`src/rtl/spi_tx.sv`:
```
// rtl/spi_tx.sv - SPI master transmitter, all four CKP/CPH modes, optional MISO capture
//
// Purpose: serialises DATA_IN MSB first onto MOSI under SS/SCK and, when
//          SPI_TX_MISO_CAPTURE_EN is defined, shifts MISO into DATA_OUT.
//          Without SPI_TX_MISO_CAPTURE_EN, DATA_OUT is constant 0 and MISO is unused.
// Ports:
//   CLK       system clock, all state updates on posedge
//   RESET     asynchronous active-low reset
//   START     transfer request, sampled only while idle
//   CKP/CPH   clock polarity / phase, latched at START
//   DATA_IN   word to send, latched at START
//   MISO      serial data from the receiver
//   SCK/SS/MOSI  serial link outputs (SS active-low)
//   DATA_OUT  captured word, updated with DONE
//   BUSY      transfer in progress
//   DONE      one-cycle pulse at the end of a transfer
module spi_tx #(
   parameter int N_BITS  = 16,
   parameter int CLK_DIV = 4
) (
   input  logic              CLK,
   input  logic              RESET,
   input  logic              START,
   input  logic              CKP,
   input  logic              CPH,
   input  logic [N_BITS-1:0] DATA_IN,
   input  logic              MISO,
   output logic              SCK,
   output logic              SS,
   output logic              MOSI,
   output logic [N_BITS-1:0] DATA_OUT,
   output logic              BUSY,
   output logic              DONE
);

   localparam int H  = CLK_DIV / 2;
   localparam int HW = (H > 1) ? $clog2(H) : 1;
   localparam int EW = $clog2(2 * N_BITS + 1);
   localparam logic [HW-1:0] H_LAST = HW'(H - 1);
   localparam logic [EW-1:0] E_LAST = EW'(2 * N_BITS - 1);

   typedef enum logic [1:0] {IDLE, LEAD, SHIFT, TAIL} state_t;

   state_t            state, state_d;
   logic              sck_d, ss_d, mosi_d, busy_d, done_d;
   logic [HW-1:0]     hcnt, hcnt_d;
   logic [EW-1:0]     ecnt, ecnt_d;
   logic [N_BITS-1:0] tx_sh, tx_d;
   logic              cph_q, cph_d;
   logic              tick, leading, sample;
`ifdef SPI_TX_MISO_CAPTURE_EN
   logic [N_BITS-1:0] rx_sh, rx_d;
   logic [N_BITS-1:0] dout_q, dout_d;
`endif

   always_ff @(posedge CLK or negedge RESET) begin
      if (!RESET) begin
         state <= IDLE;
         SCK   <= 1'b0;
         SS    <= 1'b1;
         MOSI  <= 1'b0;
         BUSY  <= 1'b0;
         DONE  <= 1'b0;
         hcnt  <= '0;
         ecnt  <= '0;
         tx_sh <= '0;
         cph_q <= 1'b0;
`ifdef SPI_TX_MISO_CAPTURE_EN
         rx_sh  <= '0;
         dout_q <= '0;
`endif
      end else begin
         state <= state_d;
         SCK   <= sck_d;
         SS    <= ss_d;
         MOSI  <= mosi_d;
         BUSY  <= busy_d;
         DONE  <= done_d;
         hcnt  <= hcnt_d;
         ecnt  <= ecnt_d;
         tx_sh <= tx_d;
         cph_q <= cph_d;
`ifdef SPI_TX_MISO_CAPTURE_EN
         rx_sh  <= rx_d;
         dout_q <= dout_d;
`endif
      end
   end

   // tick marks the end of a half-period; leading is true when the edge
   // about to be produced is the odd-numbered one (away from the idle level).
   assign tick    = (hcnt == H_LAST);
   assign leading = ~ecnt[0];
   // CPH=0 samples on leading edges, CPH=1 on trailing edges.
   assign sample  = leading ^ cph_q;

   always_comb begin
      state_d = state;
      sck_d   = SCK;
      ss_d    = SS;
      mosi_d  = MOSI;
      busy_d  = BUSY;
      done_d  = 1'b0;
      hcnt_d  = hcnt;
      ecnt_d  = ecnt;
      tx_d    = tx_sh;
      cph_d   = cph_q;
`ifdef SPI_TX_MISO_CAPTURE_EN
      rx_d    = rx_sh;
      dout_d  = dout_q;
`endif
      case (state)
         IDLE: begin
            // The SCK register doubles as the CKP latch while idle.
            sck_d = CKP;
            if (START) begin
               state_d = LEAD;
               ss_d    = 1'b0;
               busy_d  = 1'b1;
               cph_d   = CPH;
               hcnt_d  = '0;
               ecnt_d  = '0;
               // CPH=0 presents the MSB now, so the shifter starts one bit on.
               tx_d    = CPH ? DATA_IN : (DATA_IN << 1);
               mosi_d  = CPH ? 1'b0 : DATA_IN[N_BITS-1];
`ifdef SPI_TX_MISO_CAPTURE_EN
               rx_d    = '0;
`endif
            end
         end
         LEAD, SHIFT: begin
            if (tick) begin
               hcnt_d  = '0;
               sck_d   = ~SCK;
               ecnt_d  = ecnt + EW'(1);
               state_d = (ecnt == E_LAST) ? TAIL : SHIFT;
               if (sample) begin
`ifdef SPI_TX_MISO_CAPTURE_EN
                  rx_d = {rx_sh[N_BITS-2:0], MISO};
`endif
               end else if (ecnt != E_LAST) begin
                  mosi_d = tx_sh[N_BITS-1];
                  tx_d   = tx_sh << 1;
               end
            end else begin
               hcnt_d = hcnt + HW'(1);
            end
         end
         TAIL: begin
            if (tick) begin
               state_d = IDLE;
               ss_d    = 1'b1;
               mosi_d  = 1'b0;
               busy_d  = 1'b0;
               done_d  = 1'b1;
               hcnt_d  = '0;
`ifdef SPI_TX_MISO_CAPTURE_EN
               dout_d  = rx_sh;
`endif
            end else begin
               hcnt_d = hcnt + HW'(1);
            end
         end
         default: state_d = IDLE;
      endcase
   end

`ifdef SPI_TX_MISO_CAPTURE_EN
   assign DATA_OUT = dout_q;
`else
   logic unused_miso;
   assign unused_miso = MISO;
   assign DATA_OUT    = '0;
`endif

endmodule
```
`config.mk`:
```
export PLATFORM = sky130hd
export DESIGN_NAME = spi_tx
export DESIGN_NICKNAME = d
export VERILOG_FILES = /design/src/rtl/spi_tx.sv
export SDC_FILE = /design/constraint.sdc
export NUM_CORES = 1
export LEC_CHECK = 0
export ABC_CLOCK_PERIOD_IN_PS = 3300
export CAP_MARGIN = 25
export CELL_PAD_IN_SITES_DETAIL_PLACEMENT = 2
export CELL_PAD_IN_SITES_GLOBAL_PLACEMENT = 2
export CORE_MARGIN = 5
export CORE_UTILIZATION = 33
export DETAILED_ROUTE_END_ITERATION = 8
export GPL_ROUTABILITY_DRIVEN = 0
export PLACE_DENSITY = 0.95
export REMOVE_ABC_BUFFERS = 1
export SYNTH_ARGS = -nofsm -noshare
export SYNTH_HDL_FRONTEND = slang
export SYNTH_SLANG_ARGS = --single-unit
```
`constraint.sdc`:
```
create_clock -name CLK -period 3.3 [get_ports CLK]
set_clock_uncertainty 0.1 [all_clocks]
set_input_delay 0.495 -clock CLK [delete_from_list [all_inputs] [get_ports CLK]]
set_output_delay 0.495 -clock CLK [all_outputs]
set_load 0.05 [all_outputs]
```
; After elaboration in Yosys (flattened, before gate mapping)
; Index checks and enable logic that the tools add are counted.
; Widths: inputs -> output; s select.
[totals]
regBits = 31
latch_bits = 0
ram_bits = 0
mem_bits_ro = 0
inputBits = 22
out_inout_bits = 21
elab_cells = 69
memories = 0
[classes]
n_addsub = 2
multipliers = 0
div_mod_pow = 0
magnitude_cmp = 0
eq_ne = 10
n_shift = 0
mux = 32
bitwise = 3
reduce_logical = 12
[ops]
columns = cell, n
row1 = $mux 16, 5
row2 = $pmux 16 s2, 1
row3 = $mux 1, 14
row4 = $mux 6, 2
row5 = $pmux 6 s2, 1
row6 = $ne 2x2->1 const B, 5
row7 = $reduce_and 5->1, 2
row8 = $reduce_and 3->1, 3
row9 = $pmux 1 s2, 4
row10 = $add 6x1->6 const B, 1
row11 = $eq 6x5->1 const B, 1
row12 = $mux 2, 3
row13 = $ne 6x5->1 const B, 1
row14 = $pmux 2 s3, 1
row15 = $eq 2x2->1 const B, 2
row16 = $reduce_and 2->1, 2
row17 = $reduce_bool 2->1, 2
row18 = $pmux 1 s3, 1
row19 = $reduce_or 3->1, 1
row20 = $eq 2x1->1 const B, 1
row21 = $logic_not 2->1, 1
row22 = $not 1->1, 2
row23 = $reduce_or 2->1, 1
row24 = $add 1x1->1 const B, 1
row25 = $xor 1x1->1, 1

; Logic depth before layout (Yosys ltp)
[logic_depth]
word_depth = 5
mapped_depth = 8
ltp_nobuf = 6

; Worst setup path after synthesis
; Ideal clock, no wire load.
[synth_timing]
path_kind = register to register
from = register state[0]
to = register tx_sh[10]
setup_time_ns = 0.125
t_arrival_ns = 1.739
required_time_ns = 3.075
path_slack_ns = 1.335
path_stages_with_launch = 9
n_path_buf = 2
synth_period_minus_slack_ns = 1.965
cell_sequence = dfrtp_1 > inv_1 > ha_1 > mux2_1 > nand2_1 > or2_1 > buf_6 > buf_12 > mux2_4
[synth_between]
elab_chain_cells = 4
elab_cells_between_ends = 11
classes_between = eq/ne (6) / mux (1) / reduce/logical (4)
[synth_lines]
columns = item, line_no
row1 = start: declaration, 44  ; state_t state, state_d;
row2 = start signal: assignment, 73  ; state <= state_d;
row3 = $eq 2x1->1 / $eq 2x2->1 (equally long branches), 112  ; case (state)
row4 = $reduce_or 2->1, 112
row5 = $ne 2x2->1 (no line) / $reduce_bool 2->1 (equally long branches), -
row6 = $reduce_and 5->1 (no line), -
row7 = end signal: assignment, 81  ; tx_sh <= tx_d;
row8 = end: declaration, 48  ; logic [N_BITS-1:0] tx_sh, tx_d;
; Several ways; a longest one is shown, not always the timed one.
; A chain may end at the register's enable or synchronous reset.

; Worst setup path after layout
[layout_timing]
from = register state[1]
to = register tx_sh[6]
; Same word-level chain as after synthesis.

==> results.md <==
* Drt pass-1 iters at 4
* Clk buf depth at 2
* Post-synth EDFFs at 0
* Area leader, netlist: dfrtp_1
* Hold_buf cts at 0
* Ys async rst share at 1.00
* Rows at 27
* Sink Count at 31
* Die height at 86.3 µm
* Layout fillers at 637
* Synth cell types at 38
* Final TNS setup at 0 ns
* Fin Hold WS at 0.394 ns
* CP startpoint kind: flip-flop
* Post-synthesis sequential area ratio at 0.405
* Max VDD drop at 0.358 mV
* Total GRT Usage at 0.139
* Worst min path class: reg -> reg
* LEAKAGE at 1.04 nW
* RSZ-0062 raised after global routing: no
* # IOs at 43
* DRC Markers at 0
* Reg power frac at 0.274
* Most used flip-flop cell after synthesis: dfrtp_1
* PostCTS Resize Cnt at 0
* Crit path kind: reg -> reg
* R2R cell count at 7
* Crit path max fanout at 20
* Main area contributors after synthesis: dfrtp_1 (39%), mux2i_1 (8.9%), mux2_4 (7.0%), buf_4 (6.3%), o21ai_0 (5.5%)
* Inst Count DP at 285
* Vias in the first global route at 1662
* Seq cells post-synth at 31
* Initial core utilization at 0.344
* Total number of vias at 1472
* Setup slack, reg-to-reg at 0.74 ns
* Count of final setup violators at 0
* WP data required at 3.37 ns
* Final WL at 4770 µm
* Min-delay src: tx_sh[0]$_DFFE_PN0P_
* Hpwl dp at 3380 µm
* Slew Limit Fails at 0
* CTS tree: done
* Ys Warns at 0
* Maximum clock frequency at 0.390 GHz
* Internal at 1.50 mW
* Post-Layout Cell Count at 293
* DR iter-0 viols at 59
* Reg2reg end: tx_sh[6]$_DFFE_PN0P_
* ANT nets after route at 0
* Die area at 7440 µm²
* Number of vias per cell at 5.02
* First-pass GRT wire length at 8080 µm
* Hold path endpoint: tx_sh[0]$_DFFE_PN0P_
* Die Span X at 86.3 µm
* Tcrit/Tclk final at 0.777
* Largest net degree at the start of global routing at 32
* Worst Max-Slew Pin Slew at 0.593 ns
* Maxcap violations at 0
* Antenna violations before repair at 0
* Clk network pwr share at 0.154
* Hold Path Stages at 1
* Hold Vio Cnt, Final at 0
* PortBufs at 25
* Remaining global-route overflow at 0
* Clk Tree Root Cell: clkbuf_8
* Status: complete, no violations
* Psw at 1.13 mW
* Mean post-synth cell area at 9.84 µm²
* Clk_lat worst skew at 0.29 ns
* Crit. End Element: flip-flop
* Worst r2r src: state[1]$_DFFE_PN0P_
* Switch share at 0.429
* P per Cell Area at 1150 nW/µm²
* Wirelength per Cell at 16.3 µm
* Part of the power in combinational logic at 0.572
* Synthesized area at 1920 µm²
* Area growth syn-to-layout at 19.0%
* Core area at 5570 µm²
* Post-Synthesis Cells at 195
* Most common cell after layout, fill and taps aside: dfrtp_1
* Clk slew on worst S/H paths at 0.07 ns
* Minimum clock period at 2.56 ns
* Antenna Cells at 0
* Share of layout cells above drive strength 1 at 0.136
* Final Net Count at 245
* Arr. time, crit path at 2.63 ns
* Max_slew headroom at 0.605
* Top-area cell type share of the netlist area at 0.391
* Most frequent cells in the layout: dfrtp_1 (30), clkdlybuf4s50_1 (25), nand2_1 (22)
* Htree depth at 2
* # Post-CTS Setup Buffers at 0
* TritonCTS Buffers at 5
==> metal layers <==
metal,global-route usage,routed length [µm]
met3,0.0295,227
met4,0.0609,94
met1,0.165,2050
met5,0,0
met2,0.241,2390
==> logic make-up after synthesis <==
| logic type | share of synthesized area |
|---|---|
| AND/OR/NAND/NOR | 0.122 |
| AO/OA/AOI/OAI | 0.113 |
| multiplexers | 0.206 |
| buffers and inverters | 0.110 |
| flip-flops | 0.405 |
| XOR/XNOR | 0.0228 |
| adder cells (fa/ha/maj) | 0.0196 |
| other | 0.00195 |
==> how the worst max path moves through the flow <==
stage                                    start              endpoint  slack, ns  cells past startpoint
after floorplan           state[1]$_DFFE_PN0P_  tx_sh[3]$_DFFE_PN0P_       0.45                      6
after global placement                   START  tx_sh[4]$_DFFE_PN0P_       0.76                      6
after detailed placement                 START  tx_sh[8]$_DFFE_PN0P_       0.72                      6
after CTS                 state[1]$_DFFE_PN0P_  tx_sh[6]$_DFFE_PN0P_       0.71                      7
after global routing      state[0]$_DFFE_PN0P_  tx_sh[8]$_DFFE_PN0P_       0.57                      7
final                     state[1]$_DFFE_PN0P_  tx_sh[6]$_DFFE_PN0P_       0.74                      7
==> synth_stat cells (2+ instances only) <==
master and instances:
nand2b_1 5, nand2_1 22, nand3_1 7, mux2_4 9
o21ai_0 21, xnor2_1 4, a21oi_1 6, buf_2 2
nor2b_1 2, ha_1 3, buf_4 16, mux2_2 7
inv_1 6, clkbuf_1 7, mux2i_1 17, nor2_1 8
o221ai_1 2, dfrtp_1 30, nor3_1 2
==> power by group through the flow <==
stage          registers, mW  clock network (mW)  logic [mW]
3_5_place_dp           0.719                   0        1.51
2_1_floorplan          0.759                   0        1.04
4_1_cts                0.719               0.413        1.53
5_1_grt                0.747               0.435        1.65
6_report               0.718               0.403        1.50
3_3_place_gp           0.708                   0        1.41
==> worst max-delay path, stage by stage, from the launching register on <==
cell       delay (ns)
dfrtp_1          0.38
inv_1            0.06
ha_1             0.66
nand3b_1         0.18
o2bb2ai_1        0.26
or2_1            0.14
buf_4            0.28
mux2_2           0.38
==> state kept, by name, indices dropped and copies added (netlist names) <==
signal  flops
BUSY        1
DONE        1
MOSI        1
SCK         1
SS          1
cph_q       1
ecnt        6
hcnt        1
state       2
tx_sh      16
==> layout make-up <==
| type | instances | area [µm²] | area share |
|---|---|---|---|
| inverter | 6 | 22.5 | 0.00986 |
| multi-input combinational | 146 | 988 | 0.433 |
| sequential | 31 | 777 | 0.340 |
| clock buffer | 6 | 82.6 | 0.0362 |
| timing repair buffer | 30 | 288 | 0.126 |
| clock inverter | 2 | 35.0 | 0.0153 |
| tap | 72 | 90.1 | 0.0395 |
==> stage by stage <==
| stage | cell area, µm² | power, mW | util | worst slack, ns |
|---|---|---|---|---|
| finish | 2280 | 2.62 | 0.410 | 0.737 |
| detailed placement | 2170 | 2.23 | 0.389 | 0.719 |
| global placement | 2170 | 2.12 | 0.389 | 0.756 |
| global route | 2280 | 2.83 | 0.410 | 0.572 |
| CTS | 2280 | 2.66 | 0.410 | 0.710 |
| floorplan | 1790 | 1.80 | - | 0.453 |
Power figures use the tool's default switching activity.
